[src/rtl/button_event_classifier_pkg.sv]
// Shared definitions for the button event classifier: FSM state encodings,
// simulation thresholds and a threshold selection helper.
package button_event_classifier_pkg;

  typedef enum logic [2:0] {
    IDLE         = 3'd0,
    PRESS1       = 3'd1,
    WAIT_GAP     = 3'd2,
    LONG_HOLD    = 3'd3,
    WAIT_RELEASE = 3'd4
  } state_t;

  localparam int SIM_LONG = 200;
  localparam int SIM_GAP  = 50;

  // Short simulation thresholds replace the real-time ones when sim is set.
  function automatic int pickThreshold(input int sim, input int simValue, input int realValue);
    return (sim != 0) ? simValue : realValue;
  endfunction

endpackage

[src/rtl/button_event_classifier_if.sv]
// Button level in, classified event pulses, held level and event count out.
interface button_event_classifier_if;

  logic       ButtonIn;
  logic       ShortPress;
  logic       LongPress;
  logic       DoubleClick;
  logic       Held;
  logic [7:0] EventCount;

  modport master (
    output ButtonIn,
    input  ShortPress, LongPress, DoubleClick, Held, EventCount
  );

  modport slave (
    input  ButtonIn,
    output ShortPress, LongPress, DoubleClick, Held, EventCount
  );

endinterface

[src/rtl/button_event_classifier_event_counter.sv]
// 8-bit wrapping event counter with increment enable, shared with the display path.
module event_counter (
  input  logic       clk,
  input  logic       reset,
  input  logic       inc,
  output logic [7:0] count
);

  always_ff @(posedge clk or negedge reset) begin
    if (!reset) begin
      count <= 8'd0;
    end else if (inc) begin
      count <= count + 8'd1;
    end
  end

endmodule

[src/rtl/button_event_classifier.sv]
// Classifies debounced button gestures into short press, long press or double
// click pulses, with a held level and a wrapping event counter.
module button_event_classifier
  import button_event_classifier_pkg::*;
#(
  parameter int sim         = 0,
  parameter int LONG_CYCLES = 50_000_000,
  parameter int GAP_CYCLES  = 12_500_000,
  parameter int CNT_W       = 26
) (
  input  logic                      clk,
  input  logic                      reset,
  button_event_classifier_if.slave  bus
);

  localparam int L = pickThreshold(sim, SIM_LONG, LONG_CYCLES);
  localparam int G = pickThreshold(sim, SIM_GAP, GAP_CYCLES);
  localparam logic [CNT_W-1:0] L_LAST = CNT_W'(L - 1);
  localparam logic [CNT_W-1:0] G_LAST = CNT_W'(G - 1);
  localparam logic [CNT_W-1:0] ONE    = CNT_W'(1);

  state_t           state;
  logic [CNT_W-1:0] count;
  logic             shortPulse;
  logic             longPulse;
  logic             doublePulse;
  logic             heldLevel;
  logic             longHit;
  logic             secondRise;
  logic             gapExpire;
  logic             fire;
  logic [7:0]       eventCount;

  // Event conditions feed both the FSM and the counter so EventCount moves on
  // the same edge that raises the pulse.
  always_comb begin
    longHit    = (state == PRESS1) && bus.ButtonIn && (count == L_LAST);
    secondRise = (state == WAIT_GAP) && bus.ButtonIn;
    gapExpire  = (state == WAIT_GAP) && !bus.ButtonIn && (count == G_LAST);
    fire       = longHit || secondRise || gapExpire;
  end

  always_ff @(posedge clk or negedge reset) begin
    if (!reset) begin
      state       <= IDLE;
      count       <= '0;
      shortPulse  <= 1'b0;
      longPulse   <= 1'b0;
      doublePulse <= 1'b0;
      heldLevel   <= 1'b0;
    end else begin
      shortPulse  <= gapExpire;
      longPulse   <= longHit;
      doublePulse <= secondRise;
      case (state)
        IDLE: begin
          if (bus.ButtonIn) begin
            state <= PRESS1;
            count <= ONE;
          end
        end
        PRESS1: begin
          if (!bus.ButtonIn) begin
            state <= WAIT_GAP;
            count <= ONE;
          end else if (longHit) begin
            state     <= LONG_HOLD;
            heldLevel <= 1'b1;
          end else begin
            count <= count + ONE;
          end
        end
        WAIT_GAP: begin
          if (bus.ButtonIn) begin
            state <= WAIT_RELEASE;
          end else if (gapExpire) begin
            state <= IDLE;
          end else begin
            count <= count + ONE;
          end
        end
        LONG_HOLD: begin
          if (!bus.ButtonIn) begin
            state     <= IDLE;
            heldLevel <= 1'b0;
          end
        end
        WAIT_RELEASE: begin
          if (!bus.ButtonIn) begin
            state <= IDLE;
          end
        end
        default: begin
          state     <= IDLE;
          heldLevel <= 1'b0;
        end
      endcase
    end
  end

  event_counter u_event_counter (
    .clk   (clk),
    .reset (reset),
    .inc   (fire),
    .count (eventCount)
  );

  assign bus.ShortPress  = shortPulse;
  assign bus.LongPress   = longPulse;
  assign bus.DoubleClick = doublePulse;
  assign bus.Held        = heldLevel;
  assign bus.EventCount  = eventCount;

endmodule

[src/flat_wrapper.sv]
// flat-port wrapper written by rule: the top's interface ports become plain ports
module button_event_classifier_flat import button_event_classifier_pkg::*;
#(
  parameter int sim         = 0,
  parameter int LONG_CYCLES = 50_000_000,
  parameter int GAP_CYCLES  = 12_500_000,
  parameter int CNT_W       = 26
)
  (clk, reset, bus_ButtonIn, bus_ShortPress, bus_LongPress, bus_DoubleClick, bus_Held, bus_EventCount);
  button_event_classifier_if bus_i ();
  input  logic clk;
  input  logic reset;
  input wire logic [$bits(bus_i.ButtonIn)-1:0] bus_ButtonIn;
  output wire logic [$bits(bus_i.ShortPress)-1:0] bus_ShortPress;
  output wire logic [$bits(bus_i.LongPress)-1:0] bus_LongPress;
  output wire logic [$bits(bus_i.DoubleClick)-1:0] bus_DoubleClick;
  output wire logic [$bits(bus_i.Held)-1:0] bus_Held;
  output wire logic [$bits(bus_i.EventCount)-1:0] bus_EventCount;
  assign bus_i.ButtonIn = bus_ButtonIn;
  assign bus_ShortPress = bus_i.ShortPress;
  assign bus_LongPress = bus_i.LongPress;
  assign bus_DoubleClick = bus_i.DoubleClick;
  assign bus_Held = bus_i.Held;
  assign bus_EventCount = bus_i.EventCount;
  button_event_classifier #(.sim(sim), .LONG_CYCLES(LONG_CYCLES), .GAP_CYCLES(GAP_CYCLES), .CNT_W(CNT_W)) u_core (.clk(clk), .reset(reset), .bus(bus_i));
endmodule
[config.mk]
export PLATFORM = sky130hd
export DESIGN_NAME = button_event_classifier_flat
export DESIGN_NICKNAME = d
export VERILOG_FILES = /design/src/rtl/button_event_classifier_pkg.sv /design/src/rtl/button_event_classifier_if.sv /design/src/rtl/button_event_classifier_event_counter.sv /design/src/rtl/button_event_classifier.sv /design/src/flat_wrapper.sv
export SDC_FILE = /design/constraint.sdc
export NUM_CORES = 1
export LEC_CHECK = 0
export CELL_PAD_IN_SITES_DETAIL_PLACEMENT = 0
export CELL_PAD_IN_SITES_GLOBAL_PLACEMENT = 1
export CORE_MARGIN = 3
export CORE_UTILIZATION = 46
export DETAILED_ROUTE_END_ITERATION = 10
export MAX_ROUTING_LAYER = met4
export PLACE_DENSITY = 0.79
export SLEW_MARGIN = 30
export SYNTH_ARGS = -nofsm -noshare
export SYNTH_HDL_FRONTEND = slang
export SYNTH_SLANG_ARGS = --single-unit
export TNS_END_PERCENT = 10
[constraint.sdc]
create_clock -name clk -period 3 [get_ports clk]
set_clock_uncertainty 0.05 [all_clocks]
set_input_delay 0.75 -clock clk [delete_from_list [all_inputs] [get_ports clk]]
set_output_delay 0.75 -clock clk [all_outputs]
set_load 0.01 [all_outputs]
==> flow_metrics.tcl <==
set metrics [dict create \
    post-synth-top-area-cell "dfrtp_1" \
    path_class "flip-flop to flip-flop" \
    cts_made_buffers 5 \
    nets 299 \
    htree_levels 2 \
    drc 0 \
    relSlewSlack_pct 49.8 \
    rsz0062_at_grt "no" \
    required_ns 3.17 \
    grtUsageMet1_pct 31.5 \
    gr-total-overflow 0 \
    setup_violations 0 \
    place_congestion 0.809 \
    regToRegEndpoint "u_core.count[10]" \
    grtUsageMet3_pct 3.81 \
    core-area_mm2 0.00520 \
    die-area_mm2 0.00641 \
    p_per_area_mw_per_mm2 654 \
    die_y_um 80.1 \
    r2r-start "u_core.count[8]" \
    io_buffer_count 14 \
    cts_buffer_depth 2 \
    synth.top_cells.by_area "dfrtp_1 41%, o21ai_0 6.1%, o21a_1 3.0%" \
    detail_route.wl_per_cell_um 16.9 \
    drtIter0Drc 162 \
    vias 2210 \
    grt.met2_usage_pct 30.5 \
    grt_usage_pct 21.4 \
    synthFlopType "dfrtp_1" \
    ys_warn_count 0 \
    ff_latch_area_mm2 0.00103 \
    fin_crit_ns 2.69 \
    synth-seq-cells 41 \
    rows 26 \
    grt_pass1_vias 2097 \
    numClockSinks 41 \
    clk_latency_ns 0.30 \
    start_kind "flip-flop" \
    cts_setup_buffers 0 \
    dpl.hpwl_um 4260 \
    yosysMostFrequentCell "dfrtp_1" \
    syn_area_mm2 0.00252 \
    fin_crit_sh_pct 89.8 \
    synthArstFlopShare_pct 100 \
    viasPerCell 6.05 \
    cts.clk_slew.worst_paths_ns 0.08 \
    r2r_setup_slack_ns 0.31 \
    grt_max_degree 42 \
    antenna_found_initial 0 \
    fin_util_pct 55.8 \
    ir_drop_mv 0.405 \
    hold_viol 0 \
    grt_busiest_layer "met1" \
    num_io_pins 15 \
    syn_nets 278 \
    power.total_mw 1.90 \
    yosys.area.top_type_share_pct 40.6 \
    drive_gt1_share_pct 13.6 \
    tns_ns 0 \
    root_buffer "clkbuf_8" \
    synth-edff-count 0 \
    syn_inst 273 \
    wl_um 6170 \
    r2r_cells 6 \
    nFillCells 484 \
    maxSlewViolCount 0 \
    synth_common_cells "41 x dfrtp_1, 31 x o21ai_0, 18 x inv_1" \
    cp.arrival_ns 2.86 \
    post_cts_resize_count 0 \
    drtAntennaViolNets 0 \
    cts_hold_buf 0 \
    fp.dieW_um 80.1 \
    dr.pass1.iters 4 \
    cp-end-kind "flip-flop" \
    p_leak_nw 1.17 \
    ys_seq_area_share_pct 40.6 \
    grt_pass1_wl_um 10600 \
    syn_to_final_growth_pct 15.0 \
    clock.fmax_mhz 371 \
    outcome "complete, no violations" \
    crit_fanout 7 \
    ys_types 57 \
    antennaDiodeCount 0 \
    tightestPinTransition_ns 0.750 \
    hold_class "input pin to asynchronous set/reset pin" \
    multi_input_area_mm2 0.00136 \
    cts_tree "yes" \
    cap_violations 0 \
    start_util_pct 48.5 \
    synth.avg_cell_area_um2 9.25 \
]
-- per-stage QoR --
stage          cells  setup WS (ns)  instance area (um^2)  hold slack [ns]
3_3_place_gp     357          0.287                  2790            0.412
3_5_place_dp     357          0.308                  2790            0.414
6_report         365          0.306                  2900            0.371
4_1_cts          365          0.312                  2900            0.426
2_1_floorplan    273          0.622                  2520            0.404
5_1_grt          365          0.119                  2900            0.414
-- routing by layer --
| layer | wire length [um] | vias to the layer above |
|---|---|---|
| li1 | - | 1074 |
| met1 | 3000 | 1078 |
| met2 | 2810 | 54 |
| met3 | 317 | 4 |
| met4 | 44 | 0 |
| met5 | 0 | - |
-- layout by cell type, fill, tap and decap left out, drive strengths merged, types with 4 or more instances in the layout --
cell type	netlist	routed
a2111oi	4	4
a21oi	7	7
a2bb2oi	7	7
and3	4	4
buf	4	15
clkbuf	10	5
clkdlybuf4s50	0	13
dfrtp	41	41
inv	18	18
nand2	16	16
nand3	9	9
nand4	10	10
nor2	13	13
nor3	13	13
nor4	7	7
o21a	10	10
o21ai	33	33
o22a	8	8
o22ai	6	6
or3	4	4
xor2	8	8
-- cell type report --
cell class / count / area share (%)
clock buffer: 5 / 2.37
clock inverter: 3 / 1.59
inverter: 18 / 2.33
multi-input combinational: 200 / 47.0
sequential: 41 / 35.3
tap: 70 / 3.02
timing repair buffer: 28 / 8.36
-- logic make-up (layout without fill, tap and decap cells) --
logic type | Yosys count | in the layout | share of synthesized area (%)
flip-flops | 41 | 41 | 40.6
multiplexers | 1 | 1 | 0.446
buffers and inverters | 32 | 54 | 5.75
XOR/XNOR | 9 | 9 | 3.12
adder cells (fa/ha/maj) | 2 | 2 | 0.991
AND/OR/NAND/NOR | 93 | 93 | 21.8
AO/OA/AOI/OAI | 95 | 95 | 27.3
-- worst max-delay path, cell delays in order, from the launching register on --
cell       delay, ns
dfrtp_1         0.43
or4_4           0.60
or4_4           0.56
o31ai_4         0.21
a31o_1          0.38
buf_4           0.23
a2bb2oi_1       0.16
-- report_power, final --
group          internal (mW)  switching, mW  total [mW]
Combinational          0.289          0.368       0.657
Clock                  0.249          0.209       0.459
Sequential             0.642          0.141       0.783
-- state kept, by name, indices dropped and copies added (netlist names) --
name,cells
u_core.bus.DoubleClick,1
u_core.bus.Held,1
u_core.bus.LongPress,1
u_core.bus.ShortPress,1
u_core.count,26
u_core.state,3
u_core.u_event_counter.count,8
-- worst max-delay path by stage --
stage	startpoint	endpoint	slack, ns
2_1_floorplan	u_core.count[0]	u_core.count[18]	0.62
3_3_place_gp	bus_ButtonIn	u_core.count[19]	0.29
3_5_place_dp	bus_ButtonIn	u_core.count[19]	0.31
4_1_cts	u_core.count[8]	u_core.count[3]	0.31
5_1_grt	u_core.count[1]	u_core.count[3]	0.12
6_report	u_core.count[8]	u_core.count[10]	0.31
Note: power is estimated with default switching activity, not from simulation.
==> RTL edit (config.mk and constraints unchanged) <==
Make the reset (`reset`) synchronous in 2 clocked blocks.
--- a/src/rtl/button_event_classifier_event_counter.sv
+++ b/src/rtl/button_event_classifier_event_counter.sv
@@ -7,5 +7,5 @@
 );
 
-  always_ff @(posedge clk or negedge reset) begin
+  always_ff @(posedge clk) begin
     if (!reset) begin
       count <= 8'd0;
--- a/src/rtl/button_event_classifier.sv
+++ b/src/rtl/button_event_classifier.sv
@@ -41,5 +41,5 @@
   end
 
-  always_ff @(posedge clk or negedge reset) begin
+  always_ff @(posedge clk) begin
     if (!reset) begin
       state       <= IDLE;
Check against the original RTL: differs if reset is asserted again (counterexample within 4 cycles, from zero or initial values and one cycle with reset low); with reset held inactive, the same outputs for 10 cycles.
==> RTL edit against the unedited design <==
  * Synthesized cell count increased by 6.2%
  * Worst setup slack gained 0.046 ns
  * Final area down 7.1%
  * Count of clock-buffer cells in the layout grew 2
  * Routed wire length shrank 2.9%
  * Hold slack better by 0.065 ns
  * Via count grew 2.6%
  * Global-route usage up 0.62 points
  * Sequential cell count unchanged
  * Synthesized area down 6.7%
  * Largest cell class unchanged
  * Highest routed layer unchanged
Power is not compared: it rests on default switching activity, and its combinational part moved more than twofold at a synthesized area within 25%.
==> RTL edit: results (changes against the unedited design) <==
status=completed; EDFF count, synth=0 (unchanged); Post-layout nets=316 (+5.7%); LEAKAGE=roughly 0.89 nW; grt met1 use=29.4% (-2.1 points); Vias/cell=5.98 (-1.2%); Post-synth top cells=41 x dfxtp_1, 30 x nand2_1, 26 x nor2_1; layout cells sized above 1=11.2% (-2.3 points); DRT Pass-1 Iters=4 (unchanged); n_diodes=0 (unchanged); Mapped Avg Cell Area=8.12 sq um (-12%); Clk pin slew, worst setup/hold paths=0.08 ns (about the same); Yosys top cell area share=34.9% (-5.8 points); distinct cell type count after synthesis=58 (+1.8%); final cell count without fillers=379 (+3.8%); Slew Viols, Final=0 (unchanged); type of the worst min-delay path=flop to flop; YS warnings=0 (unchanged); Synth async-reset ratio=0% (-100 points); vias in the first global route=2,102 (+0.24%); power per standard cell area=around 420 mW/mm^2; pre-CTS WS=0.0620 ns (-0.246 ns); CTS H-Tree Depth=2 (unchanged); CTS resizes=0 (unchanged); Largest regs=u_core.count (26), u_core.u_event_counter.count (8), u_core.state (3); # fillers=478 (-1.2%); maximum VDD drop=0.261 mV; GRT Resource Usage Total=22.0% (+0.62 points); synth top area cells=dfxtp_1 35%, o21ai_0 5.3%, nand2_1 4.8%; Comb power=0.154 mW; critical path data arrival time=2.83 ns (-0.03 ns); multi-input combinational cell area=0.00142 sq mm (+3.8%); internal cell power=about 0.82 mW; pin count of the biggest net entering global routing=20 (-52%); met3 GRT Util=4.06% (+0.25 points); Routed WL=6.00 mm (-2.9%); Setup Fix Bufs, Post-CTS=0 (unchanged); total CTS buffers=5 (unchanged); estimated wirelength of the detail-placed design=4.37 mm (+2.5%); Slew @ Worst Pin=0.673 ns (-0.0772 ns); maximum clock path buffer count=2 (unchanged); PortBufs=14 (unchanged); Cell Area, Placed=0.00259 sq mm (-6.8%); GRT met2 Usage=33.9% (+3.3 points); Iter 0 DRT Violations=130 (-20%); crit-path max FO=14 (+7); worst skew pair latency=0.30 ns (about the same); GPL Wtd Cong=0.819 (+1.2%); post-synthesis sequential area ratio=34.9% (-5.8 points); post-synth net total=295 (+6.1%); first-pass GRT wire length=10.4 mm (-1.8%); Placed Cells=371 (+3.9%)
RTL edit: cell types whose count changed after synthesis, moves of 8 or more:
cell | before | now
o21a_1 | 10 | 1
a21oi_1 | 7 | 19
nor2_1 | 13 | 26
o22a_1 | 8 | 0
nand2_1 | 16 | 30
dfrtp_1 | 41 | 0
dfxtp_1 | 0 | 41
inv_1 | 18 | 4
RTL edit: path summary, 6_finish.rpt:
path	start	to	slack, ns	cells past startpoint
setup / recovery	bus_ButtonIn	u_core.count[17]	0.35	8
hold / removal	u_core.bus.Held	u_core.bus.Held	0.44	2
setup reg to reg	u_core.count[7]	u_core.count[15]	0.38	7
hold reg to reg	u_core.bus.Held	u_core.bus.Held	0.44	2
RTL edit: area by class of cell:
class | count | area share (%)
Multi-Input combinational cell | 229 | 52.5
Sequential cell | 41 | 30.4
Timing Repair Buffer | 30 | 9.65
Clock buffer | 7 | 3.57
Tap cell | 67 | 3.11
Inverter | 4 | 0.557
Clock inverter | 1 | 0.186
RTL edit: cells by family (layout without fill, tap and decap cells):
kind of cell | count (synthesis) | after routing | share of synthesized area [%]
muxes | 1 | 1 | 0.425
adders and majority gates | 2 | 2 | 1.06
buffers and inverters | 20 | 42 | 5.05
and+or+nand+nor | 137 | 137 | 33.3
DFF | 41 | 41 | 34.9
AOI/OAI and AO/OA | 85 | 85 | 23.8
xor gates and xnor gates | 4 | 4 | 1.49
RTL edit: critical path, stage by stage:
cell,delay [ns]
clkdlybuf4s50_1,0.42
nand2_1,0.10
and4b_1,0.22
a2111oi_2,0.43
nor2_1,0.19
buf_4,0.23
or3_1,0.35
a21oi_1,0.13
RTL edit: metal layers:
metal  vias up  share of wire (%)
met4         0                1.3
li1       1144                  -
met1      1064                 48
met2        54                 46
met3         5                4.7
met5         -                  0
